<file path="config.mk">
export PLATFORM = sky130hd
export DESIGN_NAME = fill_rect_engine_flat
export DESIGN_NICKNAME = d
export VERILOG_FILES = /design/src/rtl/fill_rect_engine_pkg.sv /design/src/rtl/fill_rect_engine_if.sv /design/src/rtl/fill_rect_engine_scan_counter.sv /design/src/rtl/fill_rect_engine.sv /design/src/flat_wrapper.sv
export SDC_FILE = /design/constraint.sdc
export NUM_CORES = 1
export LEC_CHECK = 0
export ABC_AREA = 1
export ABC_CLOCK_PERIOD_IN_PS = 4000
export CAP_MARGIN = 20
export CORE_UTILIZATION = 56
export CTS_CLUSTER_SIZE = 10
export DETAILED_ROUTE_END_ITERATION = 10
export HOLD_SLACK_MARGIN = 0.06
export PLACE_DENSITY = 0.83
export REMOVE_ABC_BUFFERS = 1
export SLEW_MARGIN = 0
export SYNTH_ARGS = -nofsm -noshare
export SYNTH_HDL_FRONTEND = slang
export SYNTH_SLANG_ARGS = --single-unit
export TNS_END_PERCENT = 50
</file>
<file path="constraint.sdc">
create_clock -name clk -period 4 [get_ports clk]
set_input_delay 1 -clock clk [delete_from_list [all_inputs] [get_ports clk]]
set_output_delay 1 -clock clk [all_outputs]
set_load 0.1 [all_outputs]
</file>
<file path="src/rtl/fill_rect_engine_pkg.sv">
// Shared types and default dimensions for the rectangle-fill engine.
package fill_pkg;

    typedef enum logic [1:0] {
        IDLE,
        PLOT,
        DONE
    } fill_state_e;

    typedef enum logic [1:0] {
        MODE_SOLID,
        MODE_COL,
        MODE_ROW,
        MODE_DIAG
    } fill_mode_e;

    localparam int unsigned FILL_SCREEN_W = 160;
    localparam int unsigned FILL_SCREEN_H = 120;
    localparam int unsigned FILL_COLOUR_W = 3;

endpackage

</file>
<file path="src/rtl/fill_rect_engine_if.sv">
// VGA adapter plot port: pixel coordinate/colour with valid (plot) and ready.
interface fill_rect_engine_if #(
    parameter int unsigned XW       = 8,
    parameter int unsigned YW       = 7,
    parameter int unsigned COLOUR_W = 3
) ();

    logic [XW-1:0]       vga_x;
    logic [YW-1:0]       vga_y;
    logic [COLOUR_W-1:0] vga_colour;
    logic                vga_plot;
    logic                vga_ready;

    modport master (
        output vga_x, vga_y, vga_colour, vga_plot,
        input  vga_ready
    );

    modport slave (
        input  vga_x, vga_y, vga_colour, vga_plot,
        output vga_ready
    );

endinterface

</file>
<file path="src/rtl/fill_rect_engine_scan_counter.sv">
// Column-major nested x/y scan counter: y is the fast index, x the slow one.
module fill_scan_counter #(
    parameter int unsigned XW = 8,
    parameter int unsigned YW = 7
) (
    input  logic          clk,
    input  logic          rst,
    input  logic          load_i,
    input  logic          advance_i,
    input  logic [XW-1:0] x_start_i,
    input  logic [YW-1:0] y_start_i,
    input  logic [YW-1:0] y_first_i,
    input  logic [XW-1:0] x_last_i,
    input  logic [YW-1:0] y_last_i,
    output logic [XW-1:0] x_o,
    output logic [YW-1:0] y_o,
    output logic          last_o
);

    logic [XW-1:0] x_q, x_d;
    logic [YW-1:0] y_q, y_d;

    // Next position: load the corner, or step down the column and wrap to the next one.
    always_comb begin
        x_d = x_q;
        y_d = y_q;
        if (load_i) begin
            x_d = x_start_i;
            y_d = y_start_i;
        end else if (advance_i) begin
            if (y_q == y_last_i) begin
                y_d = y_first_i;
                x_d = x_q + XW'(1);
            end else begin
                y_d = y_q + YW'(1);
            end
        end
    end

    // Position registers.
    always_ff @(posedge clk) begin
        if (rst) begin
            x_q <= '0;
            y_q <= '0;
        end else begin
            x_q <= x_d;
            y_q <= y_d;
        end
    end

    assign x_o    = x_q;
    assign y_o    = y_q;
    assign last_o = (x_q == x_last_i) && (y_q == y_last_i);

endmodule

</file>
<file path="src/rtl/fill_rect_engine.sv">
// Rectangle-fill engine: paints an inclusive rectangle column-major, one pixel
// per accepted cycle, in one of four colour modes.
// Optional macro FILL_CLIP_EN clamps bounds to the framebuffer.
module fill_rect_engine
    import fill_pkg::*;
#(
    parameter int unsigned SCREEN_W = FILL_SCREEN_W,
    parameter int unsigned SCREEN_H = FILL_SCREEN_H,
    parameter int unsigned COLOUR_W = FILL_COLOUR_W,
    localparam int unsigned XW      = $clog2(SCREEN_W),
    localparam int unsigned YW      = $clog2(SCREEN_H)
) (
    input  logic                clk,
    input  logic                rst,
    input  logic                start,
    input  logic [XW-1:0]       x0,
    input  logic [XW-1:0]       x1,
    input  logic [YW-1:0]       y0,
    input  logic [YW-1:0]       y1,
    input  logic [COLOUR_W-1:0] colour,
    input  logic [1:0]          mode,
    fill_rect_engine_if.master  vga,
    output logic                busy,
    output logic                done
);

    localparam logic [1:0] ST_IDLE = IDLE;
    localparam logic [1:0] ST_PLOT = PLOT;
    localparam logic [1:0] ST_DONE = DONE;

    logic [1:0]          state_q, state_d;
    logic [XW-1:0]       x1_q;
    logic [YW-1:0]       y0_q, y1_q;
    logic [COLOUR_W-1:0] colour_q;
    fill_mode_e          mode_q;

    logic [XW-1:0]       x1_eff;
    logic [YW-1:0]       y1_eff;
    logic                empty;
    logic                load, advance, last;
    logic [XW-1:0]       x_cur;
    logic [YW-1:0]       y_cur;
    logic [XW:0]         diag_sum;
    logic [COLOUR_W-1:0] pix_colour;

`ifdef FILL_CLIP_EN
    // Clamp far bounds to the screen; an off-screen near corner means nothing to paint.
    always_comb begin
        x1_eff = (32'(x1) > SCREEN_W - 1) ? XW'(SCREEN_W - 1) : x1;
        y1_eff = (32'(y1) > SCREEN_H - 1) ? YW'(SCREEN_H - 1) : y1;
        empty  = (x0 > x1_eff) || (y0 > y1_eff) ||
                 (32'(x0) >= SCREEN_W) || (32'(y0) >= SCREEN_H);
    end
`else
    // Bounds used exactly as presented.
    always_comb begin
        x1_eff = x1;
        y1_eff = y1;
        empty  = (x0 > x1) || (y0 > y1);
    end
`endif

    assign load    = (state_q == ST_IDLE) && start && !empty;
    assign advance = (state_q == ST_PLOT) && vga.vga_ready && !last;

    // Next-state logic: IDLE -> PLOT/DONE on start, PLOT -> DONE on last accept, DONE waits for start low.
    always_comb begin
        state_d = state_q;
        case (state_q)
            ST_IDLE: if (start) state_d = empty ? ST_DONE : ST_PLOT;
            ST_PLOT: if (vga.vga_ready && last) state_d = ST_DONE;
            ST_DONE: if (!start) state_d = ST_IDLE;
            default: state_d = ST_IDLE;
        endcase
    end

    // State register and operand latches (captured only when a fill is accepted in IDLE).
    always_ff @(posedge clk) begin
        if (rst) begin
            state_q  <= ST_IDLE;
            x1_q     <= '0;
            y0_q     <= '0;
            y1_q     <= '0;
            colour_q <= '0;
            mode_q   <= MODE_SOLID;
        end else begin
            state_q <= state_d;
            if ((state_q == ST_IDLE) && start) begin
                x1_q     <= x1_eff;
                y0_q     <= y0;
                y1_q     <= y1_eff;
                colour_q <= colour;
                mode_q   <= fill_mode_e'(mode);
            end
        end
    end

    fill_scan_counter #(
        .XW (XW),
        .YW (YW)
    ) u_scan (
        .clk       (clk),
        .rst       (rst),
        .load_i    (load),
        .advance_i (advance),
        .x_start_i (x0),
        .y_start_i (y0),
        .y_first_i (y0_q),
        .x_last_i  (x1_q),
        .y_last_i  (y1_q),
        .x_o       (x_cur),
        .y_o       (y_cur),
        .last_o    (last)
    );

    // Colour decode from latched mode/colour and the current position.
    always_comb begin
        diag_sum = (XW + 1)'(x_cur) + (XW + 1)'(y_cur);
        case (mode_q)
            MODE_COL:  pix_colour = COLOUR_W'(x_cur);
            MODE_ROW:  pix_colour = COLOUR_W'(y_cur);
            MODE_DIAG: pix_colour = COLOUR_W'(diag_sum);
            default:   pix_colour = colour_q;
        endcase
    end

    assign vga.vga_x      = x_cur;
    assign vga.vga_y      = y_cur;
    assign vga.vga_colour = pix_colour;
    assign vga.vga_plot   = (state_q == ST_PLOT);
    assign busy           = (state_q == ST_PLOT);
    assign done           = (state_q == ST_DONE);

endmodule

</file>
<file path="src/flat_wrapper.sv">
// flat-port wrapper written by rule: the top's interface ports become plain ports
module fill_rect_engine_flat import fill_pkg::*;
#(
    parameter int unsigned SCREEN_W = FILL_SCREEN_W,
    parameter int unsigned SCREEN_H = FILL_SCREEN_H,
    parameter int unsigned COLOUR_W = FILL_COLOUR_W,
    localparam int unsigned XW      = $clog2(SCREEN_W),
    localparam int unsigned YW      = $clog2(SCREEN_H)
)
  (clk, rst, start, x0, x1, y0, y1, colour, mode, busy, done, vga_vga_x, vga_vga_y, vga_vga_colour, vga_vga_plot, vga_vga_ready);
  fill_rect_engine_if #(.XW((8)), .YW((7)), .COLOUR_W(COLOUR_W)) vga_i ();
  input  logic clk;
  input  logic rst;
  input  logic start;
  input  logic [XW-1:0] x0;
  input  logic [XW-1:0] x1;
  input  logic [YW-1:0] y0;
  input  logic [YW-1:0] y1;
  input  logic [COLOUR_W-1:0] colour;
  input  logic [1:0] mode;
  output logic busy;
  output logic done;
  output wire logic [$bits(vga_i.vga_x)-1:0] vga_vga_x;
  output wire logic [$bits(vga_i.vga_y)-1:0] vga_vga_y;
  output wire logic [$bits(vga_i.vga_colour)-1:0] vga_vga_colour;
  output wire logic [$bits(vga_i.vga_plot)-1:0] vga_vga_plot;
  input wire logic [$bits(vga_i.vga_ready)-1:0] vga_vga_ready;
  assign vga_vga_x = vga_i.vga_x;
  assign vga_vga_y = vga_i.vga_y;
  assign vga_vga_colour = vga_i.vga_colour;
  assign vga_vga_plot = vga_i.vga_plot;
  assign vga_i.vga_ready = vga_vga_ready;
  fill_rect_engine #(.SCREEN_W(SCREEN_W), .SCREEN_H(SCREEN_H), .COLOUR_W(COLOUR_W)) u_core (.clk(clk), .rst(rst), .start(start), .x0(x0), .x1(x1), .y0(y0), .y1(y1), .colour(colour), .mode(mode), .vga(vga_i), .busy(busy), .done(done));
endmodule
</file>
# Yosys cells after proc, flatten, opt, wreduce, memory -nomap -nowiden
# Index checks and enable logic that the tools add are counted.
[totals] register_bits=44 out_inout_bits=21
[op_classes] add_sub_neg=3 n_lt_le_gt_ge=2 eq_ne=10 muxes=12 reduce_logical=14
[op_table] op="8-bit two-way mux" n=3
[op_table] op="7-bit two-way mux" n=3
[op_table] op="3-bit case mux with 3 select lines" n=1
[op_table] op="8-bit by 1-bit adder with 8-bit output (second input constant)" n=1
[op_table] op="8-bit equality test" n=1
[op_table] op="8-bit greater-than comparator" n=1
[op_table] op="2-bit two-way mux" n=4
[op_table] op="7-bit by 1-bit adder with 7-bit output (second input constant)" n=1
[op_table] op="7-bit equality test" n=1
[op_table] op="7-bit greater-than comparator" n=1
[op_table] op="2-bit equality test (second input constant)" n=3
[op_table] op="1-bit logical AND" n=6
[op_table] op="2-bit case mux with 3 select lines" n=1
[op_table] op="2-bit by 1-bit equality test with 1-bit output (second input constant)" n=2
[op_table] op="2-bit != test (second input constant)" n=2
[op_table] op="2-bit nonzero test" n=2
[op_table] op="3-bit adder" n=1
[op_table] op="3-bit AND reduction" n=1
[op_table] op="1-bit zero test" n=2
[op_table] op="2-bit zero test" n=1
[op_table] op="2-bit by 1-bit != test with 1-bit output (second input constant)" n=1
[op_table] op="2-bit AND reduction" n=1
[op_table] op="1-bit logical OR" n=1

# Longest topological paths before layout
# Gate-level depths: netlist (run 1).
[depth] ltp_word=6 ltp_mapped=17 ltp_nobuf=16

# Hierarchy
# A second synthesis (run 1) with hierarchy kept.
[hier_totals] cells_unflattened=422 hier_area_um2=2999.1
[modules_own_cells] mod="fill_rect_engine" instances=1 cells_each=213 area_per_inst_um2=1711.6
[modules_own_cells] mod="fill_scan_counter" instances=1 cells_each=209 area_per_inst_um2=1287.5

# Least setup slack after synthesis (run 1)
# No wires, ideal clock.
[synth_path] path_type="register -> output" from="register u_core.u_scan.x_q[0] (netlist: u_core.u_scan.x_o[0])" to="output port vga_vga_colour[2]" arrival_time_ns=3.562 t_required_ns=3.000 setup_slack_ns=-0.562 path_stages_with_launch=7 path_buffers=0 path_cell_list="dfxtp_1 ha_1 inv_1 fa_1 xnor2_1 xor2_1 o2111ai_1"
[synth_between] elab_chain_cells=2
[synth_lines] item="start, declared" line_no="fill_rect_engine_scan_counter.sv:20" text="logic [XW-1:0] x_q, x_d;"
[synth_lines] item="start signal, assigned" line_no="fill_rect_engine_scan_counter.sv:43" text="x_q <= '0;"
[synth_lines] item="start signal, assigned" line_no="fill_rect_engine_scan_counter.sv:46" text="x_q <= x_d;"
[synth_lines] item="3-bit adder" line_no="fill_rect_engine.sv:118" text="diag_sum = (XW + 1)'(x_cur) + (XW + 1)'(y_cur);"
[synth_lines] item="3-bit case mux with 3 select lines" line_no="fill_rect_engine.sv:119" text="case (mode_q)"
[synth_lines] item="end, declared" line_no="flat_wrapper.sv:25" text="output wire logic [$bits(vga_i.vga_colour)-1:0] vga_vga_colour;"
# Every way passes these cells.

# Worst setup path in the final report (run 1)
# Ends and elaborated chain as after synthesis.

==> results of run 1 <==
[critical path, stage by stage (launching register included)]
cell and delay [ps]:
dfxtp_1 500, ha_1 210, inv_1 50, fa_1 380, xnor2_1 150, xor2_1 160, o2111ai_1 170, buf_4 320
[metal layers]
layer | GRT usage [%] | part of all wire [%]
met1 | 33.0 | 43
met2 | 49.0 | 51
met3 | 3.75 | 4.4
met4 | 6.71 | 1.1
met5 | 0 | 0
[cells in the mapped netlist (all sizes together)]
library cell and n:
xor2 13, o2111ai 2, clkbuf 8, dfxtp 44
a21o 2, fa 1, a211oi 1, nand4 5
inv 56, nor2 61, ha 18, clkinv 1
o21ai 40, nor3 1, nor3b 1, nand3 25
a21oi 29, nand2 111, xnor2 15, buf 9
[cell type report]
cell class	instances	area [sq um]	share of cell area (%)
multi-input cells	325	1770	48.7
flip-flops and latches	44	881	24.2
repair buffers	63	608	16.7
inverters	57	214	5.87
well taps	70	87.6	2.40
clock buffers	6	72.6	1.99
clock inverters	1	5.00	0.137
[logic make-up after synthesis]
group / after synthesis / share of synthesized area (%)
buffers and inverters: 74 / 10.5
flip-flops: 44 / 29.7
AND/OR/NAND/NOR: 204 / 29.8
AO/OA/AOI/OAI: 74 / 13.2
XOR/XNOR: 28 / 8.52
adder cells (fa/ha/maj): 19 / 8.27
[sequential cells by signal, indices dropped and copies added, names as in the netlist]
| name | cells |
|---|---|
| u_core.u_scan.y_o | 7 |
| u_core.mode_q | 2 |
| u_core.x1_q | 8 |
| u_core.y0_q | 7 |
| u_core.state_q | 2 |
| u_core.u_scan.x_o | 8 |
| u_core.y1_q | 7 |
| u_core.colour_q | 3 |
[stage by stage]
step	hold WS, ps	util, %	TNS, ps	worst slack (ps)
finish	459	71.3	0	793
global route	496	71.3	0	654
CTS	459	71.3	0	770
detailed placement	447	69.8	0	795
global placement	442	69.8	0	860
floorplan	427	-	-1060	-652
[power by group]
part,total (W),internal [W],switching (W)
combinational,0.000622,0.000202,0.000420
sequential,0.000546,0.000488,0.0000577
clock,0.000264,0.000119,0.000145
total,0.00143,0.000810,0.000623
[worst min path at each step]
stage,start,to,slack (ps),cells after the start
global route,u_core.y0_q[1],u_core.y0_q[1],500,2
detailed placement,u_core.y0_q[1],u_core.y0_q[1],450,2
global placement,u_core.y0_q[1],u_core.y0_q[1],440,2
CTS,u_core.y0_q[1],u_core.y0_q[1],460,2
finish,u_core.y0_q[1],u_core.y0_q[1],460,2
floorplan,u_core.y0_q[1],u_core.y0_q[1],430,2
==> impl_metrics.yaml, run 1 <==
timing:
  worstMarginPinSlew_ps: 974
  finalHoldViolations: 0
  drv_slew: 0
  period_share_pct: 80.2
  finalSetupViolations: 0
  clock-skew-final_ps: 5.55
  rsz0062_at_grt: "no"
  min_period_ps: 3210
  fmax_mhz: 312
  slew_headroom_pct: 34.9
global_routing:
  grt_usage_pct: 26.8
  grt_pass1_wl_um: 11600
  grt_pass1_vias: 2651
  grt_overflow: 0
  grt_max_degree: 32
  grt_antenna_before_repair: 0
placed_design:
  routabilityCongestion: 0.845
  hpwl_um: 5390
  dpl_cell_area_sq_um: 3560
  dp_cells: 559
  port_buffers: 59
detailed_routing:
  wirelength_um: 7170
  drt_first_pass_iters: 5
  drcViolationCount: 0
  ant_nets: 0
  drt-initial-drc-count: 180
  num_vias: 2907
  wire_per_inst_um: 12.7
  vias_per_cell: 5.14
pwr:
  vdd_drop_max_v: 0.000234
  leakage_nw: 1.68
  fin_total_pwr_w: 0.00143
  power_density_nw_per_um2: 393
synth:
  synth_top_cell_area_share_pct: 29.7
  synth_seq_cells: 44
  ys_types: 32
  yosysSeqAreaShare_pct: 29.7
  ys.warnings.count: 0
  synthCells: 443
  avgSynthCellArea_sq_um: 6.70
  synth_area_leader_cell: "dfxtp_1"
  yosys-top-cells-area: "dfxtp_1 30%, nand2_1 13%, ha_1 7.6%"
  synthesis.area_sq_um: 2970
critical_path:
  ff2ff_path_depth: 8
  ff2ff_setup_slack_ps: 2110
  worstReg2RegEnd: "u_core.u_scan.x_o[1]"
  worstSetupEndpointType: "primary output"
  required_ps: 3000
  critPathKind: "flip-flop to primary output"
  crit_start: "u_core.u_scan.x_o[0]"
  endpoint: "vga_vga_colour[2]"
  crit_path_start_kind: "flip-flop"
  cp_max_fo: 8
  worstReg2RegStart: "u_core.u_scan.y_o[1]"
  worstPathArrival_ps: 2210
cells_and_area:
  areaGrowthSynthToFinish_pct: 22.8
  layout_common_cells: "103 x nand2_1, 58 x nor2_1, 54 x clkdlybuf4s50_1, 51 x inv_1, 44 x dfxtp_1"
  final_cells: 566
  drive_gt1_share_pct: 7.46
  fin_area_sq_um: 3640
  num-fill-cells: 464
  antennaDiodeCount: 0
  layout_commonest_cell: "nand2_1"
  nNetsFinal: 554
die:
  die_y_um: 74.8
  die_x_um: 74.8
  num_rows: 26
  coreArea_sq_um: 5110
  initial_core_util_pct: 58.1
  pin_count: 60
  die-area_sq_um: 5590
clocking:
  root_buffer: "clkbuf_8"
  insertion_delay_ps: 280
  post_cts_buffers: 0
  cts_htree_levels: 2
  cts_buffer_depth: 2
  cts_sinks: 44
  cts_buffers: 5
  cts_hold_buf: 0
  cts.clk_slew.worst_paths_ps: 80
  cts_tree: "done"
  ctsResizeCount: 0
worst_hold_path:
  holdCritPathClass: "flip-flop to flip-flop"
outcome:
  status: "complete, no violations"
job:
  max_cap_viol_count: 0
Power figures use the tool's default switching activity.
==> run 2: changes to the inputs <==
--- a/config.mk
+++ b/config.mk
@@ -6,13 +6,13 @@
 export NUM_CORES = 1
 export LEC_CHECK = 0
 export ABC_AREA = 1
-export ABC_CLOCK_PERIOD_IN_PS = 4000
+export ABC_CLOCK_PERIOD_IN_PS = 2800
 export CAP_MARGIN = 20
-export CORE_UTILIZATION = 56
+export CORE_UTILIZATION = 47
 export CTS_CLUSTER_SIZE = 10
 export DETAILED_ROUTE_END_ITERATION = 10
 export HOLD_SLACK_MARGIN = 0.06
-export PLACE_DENSITY = 0.83
+export PLACE_DENSITY = 0.74
 export REMOVE_ABC_BUFFERS = 1
 export SLEW_MARGIN = 0
 export SYNTH_ARGS = -nofsm -noshare
==> constraint.sdc (replaced) <==
create_clock -name clk -period 2.8 [get_ports clk]
set_input_delay 0.7 -clock clk [delete_from_list [all_inputs] [get_ports clk]]
set_output_delay 0.7 -clock clk [all_outputs]
set_load 0.1 [all_outputs]
==> run 2 against run 1 <==
Net effect:
- design area up 2.7%
- die area up 19%
- critical path depth unchanged
- largest power group unchanged
==> impl_metrics.yaml, run 2 (same netlist as run 1, synthesis figures left out) <==
outcome:
  status: "complete, no violations"
clocking:
  cts_buffer_depth: 2
  cts_sinks: 44
  cts_tree: "done"
  cts_buffers: 5
  cts_hold_buf: 0
  cts_htree_levels: 2
  cts.clk_slew.worst_paths_ps: 90
  root_buffer: "clkbuf_8"
  insertion_delay_ps: 300
critical_path:
  cp_top_family: "adder cells"
  critPathKind: "flip-flop to primary output"
  critPathBufInv: 2
  cp_slowest_cell: "fa_1"
  required_ps: 2100
  crit_path_start_kind: "flip-flop"
  worstPathArrival_ps: 1940
  worstSetupEndpointType: "primary output"
  cp_max_fo: 2
  crit_chain: "ha_1 > inv_1 > fa_1 > xnor2_1 > xor2_1 > o2111ai_2 > buf_12"
  crit_path_max_incr_delay_ps: 370
timing:
  slew_headroom_pct: 71.8
  period_share_pct: 94.4
  rsz0062_at_grt: "no"
  clock-skew-final_ps: 8.30
  drv_slew: 0
  min_period_ps: 2640
  worstMarginPinSlew_ps: 421
  fmax_mhz: 378
  finalSetupViolations: 0
  finalHoldViolations: 0
cells_and_area:
  layout_commonest_cell: "nand2_1"
  num-fill-cells: 587
  final_util_pct: 62.5
  areaGrowthSynthToFinish_pct: 26.1
  antennaDiodeCount: 0
  final_cells: 582
  nNetsFinal: 564
  multi_input_area_sq_um: 1780
  seq_area_sq_um: 881
  drive_gt1_share_pct: 13.0
  layout_common_cells: "103 x nand2_1, 58 x nor2_1, 51 x inv_1, 44 x dfxtp_1, 38 x clkdlybuf4s50_1"
die:
  die_y_um: 81.4
  die-area_sq_um: 6630
  num_rows: 28
  pin_count: 60
  initial_core_util_pct: 49.5
  die_x_um: 81.4
  coreArea_sq_um: 5990
global_routing:
  grt_overflow: 0
  grt_usage_pct: 24.1
  grt_antenna_before_repair: 0
  grt_max_degree: 26
  grt_pass1_wl_um: 12200
  grt_pass1_vias: 2689
pwr:
  vdd_drop_max_v: 0.000276
  power_density_nw_per_um2: 568
  leakage_nw: 1.78
placed_design:
  hpwl_um: 5560
  dp_cells: 574
  port_buffers: 59
  routabilityCongestion: 0.848
detailed_routing:
  drcViolationCount: 0
  ant_nets: 0
  drt-initial-drc-count: 160
  wire_per_inst_um: 12.5
  vias_per_cell: 5.05
  num_vias: 2940
  wirelength_um: 7290
  drt_first_pass_iters: 4
job:
  max_cap_viol_count: 0
worst_hold_path:
  holdCritPathClass: "flip-flop to flip-flop"
run 2: cell type report:
| cell class | count | area share [%] |
|---|---|---|
| multi-input cells | 325 | 47.6 |
| flip-flops and latches | 44 | 23.5 |
| repair buffers | 73 | 18.2 |
| inverters | 57 | 5.72 |
| well taps | 75 | 2.51 |
| clock buffers | 6 | 2.21 |
| clock inverters | 2 | 0.267 |
run 2: path summary, 6_finish.rpt:
check / startpoint / endpoint / slack, ps / depth (start not counted)
min: u_core.y0_q[4] / u_core.y0_q[4] / 460 / 2
min reg2reg: u_core.y0_q[4] / u_core.y0_q[4] / 460 / 2
max: u_core.u_scan.y_o[0] / vga_vga_colour[2] / 160 / 7
max reg2reg: u_core.u_scan.y_o[1] / u_core.u_scan.x_o[6] / 880 / 9
run 2: layer usage:
metal	track usage [%]	vias to the layer above	part of all wire [%]
met5	0	-	0
met4	7.32	0	1.6
met3	3.89	13	4.9
met2	41.4	80	48
met1	30.8	1320	45
li1	-	1527	-
run 2: per-stage QoR:
stage | total power [W] | setup WS, ps | hold WS, ps | area (sq um) | setup TNS [ps]
2_1_floorplan | 0.00143 | -1550 | 427 | 2870 | -22460
6_report | 0.00213 | 158 | 462 | 3740 | 0
3_3_place_gp | 0.00170 | 32.6 | 439 | 3640 | 0
4_1_cts | 0.00214 | 69.9 | 462 | 3740 | 0
3_5_place_dp | 0.00171 | -4.78 | 448 | 3640 | -4.78
5_1_grt | 0.00227 | 13.3 | 493 | 3740 | 0
run 2: power by group:
group | total, W | switching [W] | leakage (nW) | internal, W
clock | 0.000427 | 0.000230 | 0.0510 | 0.000197
combinational | 0.000936 | 0.000622 | 1.37 | 0.000315
sequential | 0.000764 | 0.0000663 | 0.363 | 0.000697
run 2: worst register-to-register path: cells and delay by family, from the launching register on:
family | cells | cell delay, ps
buffers and inverters | 2 | 260
XOR/XNOR | 1 | 260
AND/OR/NAND/NOR | 6 | 1000
flip-flops | 1 | 310
run 2: timing repair:
action / in CTS / in global routing
endpoints found under the setup margin: 0 / 1
hold endpoints to repair: 0 / 0
setup buffers: 0 / 0
gates resized for setup: 0 / 1
==> run 3: changes to the inputs <==
--- a/config.mk
+++ b/config.mk
@@ -14,7 +14,6 @@
 export HOLD_SLACK_MARGIN = 0.06
 export PLACE_DENSITY = 0.74
 export REMOVE_ABC_BUFFERS = 1
-export SLEW_MARGIN = 0
 export SYNTH_ARGS = -nofsm -noshare
 export SYNTH_HDL_FRONTEND = slang
 export SYNTH_SLANG_ARGS = --single-unit
==> results of run 3 <==
No change in the layout: final DEF, timing and power equal those of run 2.
